===== config.mk =====
export PLATFORM = sky130hd
export DESIGN_NAME = simon_key_sched_iter
export DESIGN_NICKNAME = d
export VERILOG_FILES = /design/src/rtl/simon_key_sched_iter.sv
export SDC_FILE = /design/constraint.sdc
export NUM_CORES = 1
export LEC_CHECK = 0
export ABC_AREA = 0
export BUFFER_PORTS_ARGS = -buffer_cell sky130_fd_sc_hd__buf_4
export CORE_ASPECT_RATIO = 0.8
export CORE_MARGIN = 5
export CORE_UTILIZATION = 40
export DETAILED_ROUTE_END_ITERATION = 12
export HOLD_SLACK_MARGIN = 0.15
export PLACE_DENSITY = 0.62
export SYNTH_ARGS = -nofsm -noshare
export SYNTH_HDL_FRONTEND = slang
export SYNTH_SLANG_ARGS = --single-unit

===== constraint.sdc =====
create_clock -name clk -period 4.5 [get_ports clk]
set_clock_uncertainty 0.1 [all_clocks]
set_input_delay 0.675 -clock clk [delete_from_list [all_inputs] [get_ports clk]]
set_output_delay 0.675 -clock clk [all_outputs]
set_load 0.01 [all_outputs]

===== src/rtl/simon_key_sched_iter.sv =====
// simon_key_sched_iter: iterative Simon key expansion streaming one round key per handshake
module simon_key_sched_iter #(
    parameter int          N = 16,
    parameter int          M = 4,
    parameter int          T = 32,
    parameter logic [61:0] Z = 62'b01100111000011010100100010111110110011100001101010010001011111
) (
    input  logic                 clk,
    input  logic                 rst_n,
    input  logic                 start,
    input  logic [M*N-1:0]       keytext,
    output logic                 busy,
    output logic                 rk_valid,
    input  logic                 rk_ready,
    output logic [N-1:0]         rk_data,
    output logic [$clog2(T)-1:0] rk_index,
    output logic                 rk_last,
    output logic                 done
);
    localparam int           IW   = $clog2(T);
    localparam logic [0:0]   IDLE = 1'b0;
    localparam logic [0:0]   RUN  = 1'b1;
    localparam logic [N-1:0] C    = {{(N-2){1'b1}}, 2'b00};

    logic [0:0]           state;
    logic [0:M-1][N-1:0]  win;
    logic [0:M-1][N-1:0]  win_nxt;
    logic [IW-1:0]        idx;
    logic [5:0]           zi;
    logic [N-1:0]         r3;
    logic [N-1:0]         tmp;
    logic [N-1:0]         nk;
    logic                 hs;
    logic                 fin;

    // win[0] is the key currently offered; win[M-1] is the newest key
    always_comb begin
        hs  = (state == RUN) && rk_ready;
        fin = hs && (idx == IW'(T - 1));
        r3  = {win[M-1][2:0], win[M-1][N-1:3]};
        tmp = (M == 4) ? (r3 ^ win[1]) : r3;
        nk  = win[0] ^ tmp ^ {tmp[0], tmp[N-1:1]} ^ C ^ {{(N-1){1'b0}}, Z[zi]};
        win_nxt = win;
        for (int j = 0; j < M - 1; j++) win_nxt[j] = win[j+1];
        win_nxt[M-1] = nk;
    end

    always_ff @(posedge clk or negedge rst_n) begin
        if (!rst_n) begin
            state <= IDLE;
            win   <= '0;
            idx   <= '0;
            zi    <= '0;
            done  <= 1'b0;
        end else begin
            done <= fin;
            if (state == IDLE) begin
                if (start) begin
                    state <= RUN;
                    win   <= keytext;
                    idx   <= '0;
                    zi    <= '0;
                end
            end else if (hs) begin
                // the final key stays in the window so rk_data holds its last value
                if (fin) begin
                    state <= IDLE;
                end else begin
                    win <= win_nxt;
                    idx <= idx + IW'(1);
                    zi  <= (zi == 6'd61) ? 6'd0 : zi + 6'd1;
                end
            end
        end
    end

    assign busy     = (state == RUN);
    assign rk_valid = (state == RUN);
    assign rk_data  = win[0];
    assign rk_index = idx;
    assign rk_last  = (state == RUN) && (idx == IW'(T - 1));
endmodule


# After elaboration in Yosys (flattened, before gate mapping)
# Memories as Yosys holds them, arrays and structs flattened.
# Index checks and enable logic that the tools add are counted.
word_totals:
  register_bits: 77
  n_memories: 1
  output_inout_bits: 25
  mem_bits_ro: 64
  elab_cells: 44
  inputBits: 68
op_classes:
  n_reduce_logical: 5
  addsub: 2
  muxes: 18
  n_lt_le_gt_ge: 1
  bitwise_logic: 5
  eq_ne: 4
memory_table:
  columns: ["name", "words", "word_bits", "rd", "rd_ports_with_merged_regs", "wr", "line", "text"]
  rows:
  - ["(name not given)", 64, 1, 1, 0, 0, "42", "nk = win[0] ^ tmp ^ {tmp[0], tmp[N-1:1]} ^ C ^ {{(N-1){1'b0}}, Z[zi]};"]
ops:
  columns: ["cell", "n"]
  rows:
  - ["two-way mux 64 bit", 4]
  - ["bitwise XOR 16 bit", 3]
  - ["two-way mux 6 bit", 5]
  - ["two-way mux 5 bit", 4]
  - ["bitwise XOR 16 x 1 -> 16 bit", 1]
  - ["inverter 14 bit", 1]
  - ["< comparator 6 x 7 -> 1 bit, second input constant", 1]
  - ["adder 6 x 1 -> 6 bit, second input constant", 1]
  - ["== test 6 bit, second input constant", 1]
  - ["adder 5 x 1 -> 5 bit, second input constant", 1]
  - ["== test 5 bit, second input constant", 1]
  - ["two-way mux 1 bit", 5]
  - ["logical AND 1 bit", 3]
  - ["AND reduction 3 bit", 1]
  - ["!= test 2 x 1 -> 1 bit, second input constant", 1]
  - ["!= test 2 bit, second input constant", 1]
  - ["nonzero test 2 bit", 1]

# Longest topological paths before layout
# Gate-level depths: netlist of the first run.
depth:
  word_depth: 8
  mapped_depth: 10
  mapped_depth_nobuf: 8

# Worst setup path after synthesis of the first run
# No wires, ideal clock.
synth_path:
  kind: "register to register"
  from: "reg idx[0], in the netlist rk_index[0]"
  to: "reg win (netlist bit r3[13])"
  path_slack_ns: 2.269
  path_stages_with_launch: 10
  arrival_time_ns: 2.000
  synth_period_minus_slack_ns: 2.231
  path_buffers: 1
  setup_ns: 0.131
  required_ns: 4.269
  path_cell_list: "dfrtp_1 > ha_1 > and3_1 > ha_1 > nand3b_1 > nor2b_1 > buf_2 > nand2_1 > nand2_1 > or3b_1"
synth_via:
  elab_chain_len: 4
synth_rtl:
  columns: ["element", "line", "text"]
  rows:
  - ["start, declared", "28", "logic [IW-1:0] idx;"]
  - ["start signal, assigned", "70", "idx <= idx + IW'(1);"]
  - ["== test 5 bit", "39", "fin = hs && (idx == IW'(T - 1));"]
  - ["logical AND 1 bit", "39", null]
  - ["!= test 2 bit (no line)", null, null]
  - ["AND reduction 3 bit (no line)", null, null]
  - ["end signal, assigned", "60", "win <= keytext;"]
  - ["end signal, assigned", "69", "win <= win_nxt;"]
  - ["end, declared", "26", "logic [0:M-1][N-1:0] win;"]
# No other way between the ends.
# A chain may end at the register's enable or synchronous reset.

# Final worst setup path of the first run
layout_path:
  from: "reg idx[0], in the netlist rk_index[0]"
  to: "reg win (netlist bit r3[12])"
# The elaborated chain is that of the path after synthesis.

==> results of run 1 <==
==> power by group <==
part	leakage, nW	internal [mW]	switching [mW]
Sequential	0.960	1.04	0.379
Clock	0.165	0.556	0.283
Combinational	1.65	1.05	0.960
==> how the worst max path moves through the flow <==
| stage | endpoint | startpoint |
|---|---|---|
| after global routing | r3[12] | rk_index[0] |
| after CTS | r3[12] | rk_index[0] |
| after global placement | r3[12] | rk_index[0] |
| after floorplan | r3[13] | rk_index[0] |
| final | r3[12] | rk_index[0] |
| after detailed placement | r3[12] | rk_index[0] |
==> critical path, cell delays in order (launching register included) <==
cell and delay, ps:
dfrtp_1 430, ha_1 190, and3_1 160, ha_1 170, nand3b_1 170, nor2b_4 700
buf_12 380, a211oi_1 90, a21o_1 180
==> flip-flops by register name (all words and copies together), names as in the netlist <==
register	flops
rk_data	16
win	32
busy	1
done	1
r3	16
rk_index	5
zi	6
==> metrics by stage <==
step | worst slack (ps) | hold slack, ps | utilization | area (um^2)
global placement | 1833 | 361.1 | 0.4640 | 5014
floorplan | 2269 | 279.4 | - | 4378
finish | 1785 | 378.1 | 0.4963 | 5363
global route | 1507 | 407.8 | 0.4963 | 5363
CTS | 1760 | 383.1 | 0.4963 | 5363
detailed placement | 1748 | 371.1 | 0.4640 | 5014
==> cell usage in the layout (no fill, tap or decap), drive strengths merged, types with 2 or more instances in the layout <==
master     n
buf       94
nand2     78
dfrtp     77
o21ai     72
mux2i     62
xnor2     34
xor2      15
nor2      10
clkbuf    10
ha         8
nand2b     7
inv        4
o31ai      4
a21oi      3
bufinv     3
mux2       3
and3       2
nand3b     2
clkinvlp   2
and2       2
nor2b      2
==> kinds of logic (layout without fill, tap and decap cells) <==
family / count (synthesis) / after routing / synth area share
compound gates: 87 / 87 / 0.1109
xor+xnor: 50 / 50 / 0.1035
fa+ha+maj: 8 / 8 / 0.02286
buf+inv: 47 / 114 / 0.06602
flops: 77 / 77 / 0.4401
mux: 65 / 65 / 0.1503
simple gates: 108 / 108 / 0.1063
==> cell usage after synthesis, types with 2 or more instances <==
library cell	instances
clkbuf_1	6
and3_1	2
xor2_1	15
o21ai_0	54
o31ai_1	3
buf_4	19
inv_1	4
buf_2	15
buf_6	3
o21ai_1	18
a21oi_1	3
nand2_1	78
nor2_1	10
mux2i_1	62
nand3b_1	2
mux2_2	2
ha_1	8
xnor2_1	34
nor2b_1	2
nand2b_1	7
dfrtp_1	77
==> routing by layer <==
layer / vias up / GRT usage
met1: 1470 / 0.2196
met2: 57 / 0.2175
met3: 10 / 0.04270
met5: - / 0
met4: 0 / 0.04135
li1: 1601 / -
==> final cells by class <==
| cell class | instances | area share |
|---|---|---|
| Timing Repair Buffer | 94 | 0.1339 |
| Tap cell | 144 | 0.03360 |
| Inverter | 4 | 0.002800 |
| Multi-Input combinational cell | 318 | 0.4046 |
| Sequential cell | 77 | 0.3600 |
| Clock buffer | 10 | 0.04456 |
| Clock inverter | 6 | 0.02053 |
==> results_dict.tcl, run 1 <==
set metrics [dict create \
    status "finished clean" \
    met1_length_um 4939 \
    critPathCaptureType "flop" \
    drtAntennaViolNets 0 \
    postCtsHoldBufs 0 \
    min_period_ps 2715 \
    start_kind "flop" \
    min_to "win[31]" \
    globalplace.congestion 0.7772 \
    cp.required_ps 4620 \
    p_per_area_mw_per_mm2 796.1 \
    regToRegSetupSlack_ps 1790 \
    postCtsResizedCells 0 \
    crit_arrival_ps 2840 \
    antenna_found_initial 0 \
    grt_max_degree 90 \
    setup_total_negative_slack_ps 0 \
    r2r-start "rk_index[0]" \
    grt_pass1_wl_um 15990 \
    vias 3138 \
    die-area_mm2 0.01315 \
    synth.avg_cell_area_um2 9.905 \
    die_w_um 127.0 \
    hpwl_um 7009 \
    grt_usage 0.1502 \
    seq_area_frac_synth 0.4401 \
    crit_path_max_fanout 89 \
    dp.cells 637 \
    io_pins 93 \
    synth_top_flop_cell "dfrtp_1" \
    async_flop_share 1.000 \
    drv_cap 0 \
    tightest_slew_ps 1002 \
    ys_warn_count 0 \
    cts_tree "yes" \
    fin_crit_sh 0.6033 \
    area_growth_pct 22.49 \
    synth_edf_count 0 \
    multi_input_area_mm2 0.002170 \
    clock_sinks 77 \
    layout.nets 580 \
    min_path_cells 2 \
    synthCells 442 \
    min_path_type "flop to flop" \
    synth_area_mm2 0.004378 \
    maxSlewViolCount 0 \
    regArea_mm2 0.001931 \
    fmax_ghz 0.3683 \
    synth_top_area_frac 0.4401 \
    drive_gt1_frac 0.2338 \
    die-height_um 103.6 \
    route.detailed.drc 0 \
    clock_path_buffers 2 \
    drt-total-wl_um 9721 \
    route.met3.wl_um 467 \
    reg2reg_depth 8 \
    power.leakage_nw 2.769 \
    grt_pass1_vias 3170 \
    start_util 0.4052 \
    fillers 1042 \
    viasPerCell 4.806 \
    synth_fp_nets 518 \
    route.top_layer_used "met4" \
    max-slew-margin-rel 0.3317 \
    synth_top_cell_by_area "dfrtp_1" \
    cts-buffers-inserted 9 \
    hp-start "win[31]" \
    wire_per_inst_um 14.89 \
    drtPass1Iterations 4 \
    final-setup-viol-count 0 \
    rsz0062_at_grt "no" \
    r2r-end "r3[12]" \
    worstSetupPathType "flop to flop" \
    coreArea_mm2 0.01081 \
    port_buffers 92 \
    hold_violations 0 \
    diodes 0 \
    ir_drop_mv 0.2625 \
    path_clk_slew_ps 60 \
    ys_types 39 \
    worstSkewPairLatency_ps 330 \
    yosys_register_bits 77 \
    finalPower_mw 4.269 \
    synthTopCellsByArea "dfrtp_1, mux2i_1, xnor2_1, nand2_1, o21ai_0" \
    grt.overflow.total 0 \
    cts_root_buf "clkbuf_16" \
    htree_levels 3 \
    final_cells 653 \
    wl_met2_um 4199 \
    cts_setup_buffers 0 \
    rows 34 \
    drt_iter0_drc 133 \
]
No activity file was read; power rests on OpenSTA's default activity.
==> run 2: changes to the inputs <==
Clock period 4.5 ns to 2.7 ns, I/O delays scaled along.
==> results_dict.tcl, run 2 (synthesized netlist as in run 1, its figures left out) <==
set metrics [dict create \
    grt_usage 0.1528 \
    start_util 0.4052 \
    die-area_mm2 0.01315 \
    max-slew-margin-rel 0.4607 \
    final_cell_mix "buf_4, nand2_1, dfrtp_1, mux2i_1, o21ai_0" \
    crit_buf_inv 1 \
    path_clk_slew_ps 60 \
    min_path_type "primary input to flop" \
    start_kind "flop" \
    pre_cts_slack_ps 354.3 \
    layout.nets 584 \
    fin_crit_sh 0.8799 \
    area_growth_pct 22.26 \
    fillers 1025 \
    drtAntennaViolNets 0 \
    wire_per_inst_um 14.66 \
    final_cells 656 \
    io_pins 93 \
    grt_pass1_wl_um 16060 \
    critPathCaptureType "flop" \
    coreArea_mm2 0.01081 \
    cts_setup_buffers 0 \
    worstSetupPathType "flop to flop" \
    largest_reg_flops 32 \
    hold_ws_ps 210.5 \
    power.leakage_nw 2.773 \
    die-height_um 103.6 \
    utilization 0.4954 \
    grt_pass1_vias 3100 \
    drtPass1Iterations 4 \
    hold_violations 0 \
    p_per_area_mw_per_mm2 1286 \
    cp_slowest_cell "buf_4" \
    setup_ws_ps 324.2 \
    die_w_um 127.0 \
    maxSlewViolCount 0 \
    grt.overflow.total 0 \
    worstSkewPairLatency_ps 330 \
    slowest_delay_ps 490 \
    status "finished clean" \
    drive_gt1_frac 0.2305 \
    tightest_slew_ps 808.9 \
    cp.required_ps 2830 \
    crit_top_cell "ha_1" \
    p_clk_frac 0.175 \
    port_buffers 92 \
    crit_path_max_fanout 66 \
    min_period_ps 2376 \
    critical-path-top-delay-family "simple AND/OR/NAND/NOR gates" \
    clock_path_buffers 2 \
    vias 3186 \
    p_switching_mw 2.626 \
    diodes 0 \
    pwr-share-seq 0.340 \
    cts_root_buf "clkbuf_16" \
    ir_drop_mv 0.4563 \
    rows 34 \
    route.detailed.drc 0 \
    drt_iter0_drc 175 \
    htree_levels 3 \
    hpwl_um 6912 \
    cts-buffers-inserted 9 \
    crit_arrival_ps 2500 \
    p_int_mw 4.258 \
    multi_input_area_mm2 0.002170 \
    viasPerCell 4.857 \
    globalplace.congestion 0.7535 \
    fmax_ghz 0.4209 \
    cts_tree "yes" \
    regArea_mm2 0.001931 \
    drv_cap 0 \
    switching_share 0.3814 \
    regToRegSetupSlack_ps 320 \
    grt_max_degree 75 \
    power_frac_comb 0.486 \
    final_common_cell "buf_4" \
    final-setup-viol-count 0 \
    cp_cell_sequence "ha_1 > and3_1 > ha_1 > nand3b_1 > nor2b_4 > buf_4 > a211oi_1 > a21o_1" \
    rsz0062_at_grt "no" \
    dp.cells 640 \
    largest_register "win" \
    setup_total_negative_slack_ps 0 \
    antenna_found_initial 0 \
    clock_sinks 77 \
    drt-total-wl_um 9615 \
]
==> run 2: cell types whose count changed in the layout (fill, tap and decap cells not counted) <==
cell,change
clkinvlp_4,-2
bufinv_16,-2
buf_4,+2
clkbuf_1,+3
clkbuf_8,+1
dlygate4sd3_1,+1
buf_12,+1
clkinv_2,-1
==> run 2: path summary, 6_finish.rpt <==
kind	start	endpoint	cells past startpoint
worst min register to register	win[31]	win[31]	2
worst min-delay path	start	rk_index[0]	2
max in group asynchronous	rst_n	r3[6]	3
worst max-delay path	rk_index[0]	r3[12]	8
min in group asynchronous	rst_n	rk_index[0]	2
worst max register to register	rk_index[0]	r3[12]	8
==> run 2: worst register-to-register path, stage by stage, from the launching register on <==
cell	delay, ps
dfrtp_1	420
ha_1	180
and3_1	170
ha_1	190
nand3b_1	180
nor2b_4	210
buf_4	490
a211oi_1	140
a21o_1	180
==> run 2: layout make-up <==
cell class                      instances  share of cell area
Clock buffer                           14             0.04932
Sequential cell                        77              0.3607
Clock inverter                          1            0.005610
Multi-Input combinational cell        318              0.4053
Inverter                                4            0.002805
Timing Repair Buffer                   98              0.1426
Tap cell                              144             0.03366
==> run 2: through the flow <==
step / area [um^2] / power (mW)
after global routing: 5353 / 7.514
after floorplan: 4378 / 4.972
after global placement: 5049 / 5.684
after detailed placement: 5049 / 5.763
after CTS: 5353 / 7.000
final: 5353 / 6.884
==> run 2: what timing repair did <==
item                       4_1_cts  5_1_grt
hold buffers                     1        0
gates resized for setup          0        0
setup endpoints to repair        0        0
hold endpoints to repair        60        0
==> run 2: per-layer routing <==
metal	GRT usage	up-vias	part of all wire
met1	0.2240	1498	0.51
met2	0.2164	63	0.43
li1	-	1616	-
met3	0.04938	9	0.054
met4	0.04135	0	0.010
met5	0	-	0
==> run 2: power by group through the flow <==
stage / sequential, mW / clock [mW] / combinational (mW)
after global routing: 2.44 / 1.29 / 3.78
after global placement: 2.34 / 0 / 3.34
after floorplan: 2.16 / 0 / 2.82
after detailed placement: 2.36 / 0 / 3.40
after CTS: 2.35 / 1.24 / 3.41
final: 2.34 / 1.20 / 3.34
==> run 3: changes to the inputs <==
Settings changed: ABC_AREA 0 to 1, PLACE_DENSITY 0.62 to 0.61.
==> results_dict.tcl, run 3 <==
set metrics [dict create \
    rows 35 \
    cts_tree "yes" \
    grt_usage 0.1899 \
    diodes 0 \
    die_w_um 129.6 \
    cts_root_buf "clkbuf_16" \
    clock_sinks 77 \
    route.detailed.drc 0 \
    crit_arrival_ps 2480 \
    rsz0062_at_grt "no" \
    crit_buf_inv 4 \
    worstSkewPairLatency_ps 340 \
    hpwl_um 9223 \
    synthTopCellsByArea "dfrtp_1, nand2_1, o21ai_0, inv_1, o211ai_1" \
    critical-path-top-delay-family "simple AND/OR/NAND/NOR gates" \
    tightest_slew_ps 840.3 \
    cp_num_cells 13 \
    vias 4113 \
    crit_top_cell "nand2_1" \
    cp_slowest_cell "buf_4" \
    r2r-start "rk_index[0]" \
    hold_violations 0 \
    async_flop_share 1.000 \
    clock_path_buffers 2 \
    gr-usage-met3 0.05471 \
    die-area_mm2 0.01369 \
    grt_pass1_wl_um 20270 \
    synth_top_flop_cell "dfrtp_1" \
    min_path_type "primary input to flop" \
    largest_register "win" \
    max-slew-margin-rel 0.4398 \
    synth_fp_nets 695 \
    status "finished clean" \
    grt.overflow.total 0 \
    synth.avg_cell_area_um2 7.392 \
    critPathCaptureType "flop" \
    p_per_area_mw_per_mm2 1184 \
    met1_usage 0.3073 \
    cp-endpoint "zi[4]" \
    seq_area_frac_synth 0.4211 \
    antenna_found_initial 0 \
    drt_iter0_drc 315 \
    worstSetupPathType "flop to flop" \
    start_kind "flop" \
    synth_edf_count 0 \
    globalplace.congestion 0.8417 \
    yosys_register_bits 77 \
    start_util 0.4034 \
    viasPerCell 4.938 \
    largest_reg_flops 32 \
    reg2reg_depth 13 \
    cp_cell_sequence "ha_1 > inv_1 > nor3_1 > ha_1 > nand2_1 > inv_2 > nand2_1 > nand2_1 > inv_2 > o21ai_4 > buf_4 > nor2_1 > nor3_1" \
    power.leakage_nw 3.000 \
    ys_types 26 \
    cp-startpoint "rk_index[0]" \
    grt_max_degree 87 \
    cts-buffers-inserted 9 \
    area_growth_pct 21.47 \
    fillers 1114 \
    crit_path_max_fanout 55 \
    busiest_layer "met1" \
    fmax_ghz 0.4285 \
    slowest_delay_ps 470 \
    hold_ws_ps 216.3 \
    coreArea_mm2 0.01134 \
    grt_use_met2 0.2436 \
    drtPass1Iterations 5 \
    cp.required_ps 2840 \
    synth_top_cell_by_area "dfrtp_1" \
    regToRegSetupSlack_ps 370 \
    min_period_ps 2334 \
    wire_per_inst_um 15.00 \
    final_cell_mix "nand2_1, buf_4, o21ai_0, dfrtp_1, inv_1" \
    htree_levels 3 \
    path_clk_slew_ps 60 \
    grt_pass1_vias 3836 \
    postCtsResizedCells 0 \
    ir_drop_mv 0.4613 \
    final-setup-viol-count 0 \
    synthCells 619 \
    drt-total-wl_um 12500 \
    yosysMostFrequentCell "nand2_1" \
    layout.nets 756 \
    drv_cap 0 \
    ys_warn_count 0 \
    final_common_cell "nand2_1" \
    setup_total_negative_slack_ps 0 \
    synthTopCellsByCount "nand2_1, dfrtp_1, o21ai_0" \
    port_buffers 92 \
    r2r-end "zi[4]" \
    synth_top_area_frac 0.4211 \
    fin_crit_sh 0.8643 \
    die-height_um 105.7 \
    io_pins 93 \
    synth_area_mm2 0.004576 \
    maxSlewViolCount 0 \
    drtAntennaViolNets 0 \
    drive_gt1_frac 0.1825 \
]
==> run 3: power by group <==
group	switching, mW	internal, mW	leakage (nW)
sequential	0.430	1.72	0.963
clock	0.466	0.830	0.159
combinational	1.92	1.22	1.88
total	2.81	3.77	3.00
==> run 3: repair_timing <==
action / 4_1_cts / 5_1_grt
setup buffers: 0 / 0
hold buffers: 1 / 0
hold endpoints to repair: 39 / 0
==> run 3: worst min path at each step <==
stage	from	endpoint	slack, ps	cells after the start
after global placement	rst_n	win[21]	330	1
after detailed placement	rst_n	win[21]	340	1
after global routing	keytext[48]	rk_data[0]	210	3
after floorplan	rst_n	busy	9	0
after CTS	rk_ready	done	200	3
final	keytext[44]	win[44]	220	3
==> run 3: stage by stage <==
| stage | std cells | total power [mW] | util | worst slack, ps | cell area, um^2 |
|---|---|---|---|---|---|
| after global placement | 816 | 5.210 | 0.4611 | 452.8 | 5230 |
| after CTS | 833 | 6.623 | 0.4900 | 340.1 | 5558 |
| after global routing | 833 | 7.246 | 0.4900 | 32.65 | 5558 |
| final | 833 | 6.578 | 0.4900 | 366.3 | 5558 |
| after detailed placement | 816 | 5.280 | 0.4611 | 365.4 | 5230 |
| after floorplan | 619 | 4.428 | - | 613.4 | 4576 |
==> run 3: cells by family (layout without fill, tap and decap cells) <==
| family | Yosys count | after routing | synth area share |
|---|---|---|---|
| DFF | 77 | 77 | 0.4211 |
| adders and majority gates | 8 | 8 | 0.02188 |
| and+or+nand+nor | 253 | 253 | 0.2141 |
| buffers and inverters | 121 | 187 | 0.1258 |
| AOI/OAI and AO/OA | 144 | 144 | 0.1865 |
| xor gates and xnor gates | 16 | 16 | 0.03063 |
==> run 3: area by class of cell <==
| class | instances | area (um^2) | area share |
|---|---|---|---|
| repair buffers | 99 | 770.7 | 0.1387 |
| well taps | 148 | 185.2 | 0.03332 |
| flip-flops and latches | 77 | 1931 | 0.3474 |
| clock buffers | 11 | 242.7 | 0.04367 |
| inverters | 72 | 272.8 | 0.04908 |
| multi-input cells | 421 | 2081 | 0.3744 |
| clock inverters | 5 | 75.07 | 0.01351 |
==> run 3: layer usage <==
| metal | vias to the layer above | share of wire |
|---|---|---|
| met3 | 11 | 0.078 |
| met2 | 134 | 0.40 |
| met4 | 0 | 0.0097 |
| li1 | 2082 | - |
| met5 | - | 0 |
| met1 | 1886 | 0.51 |
==> run 3: tightest hold or removal path: cells and delay by family <==
kind | cells | cell delay (ps)
buf+inv | 1 | 90
compound gates | 2 | 120
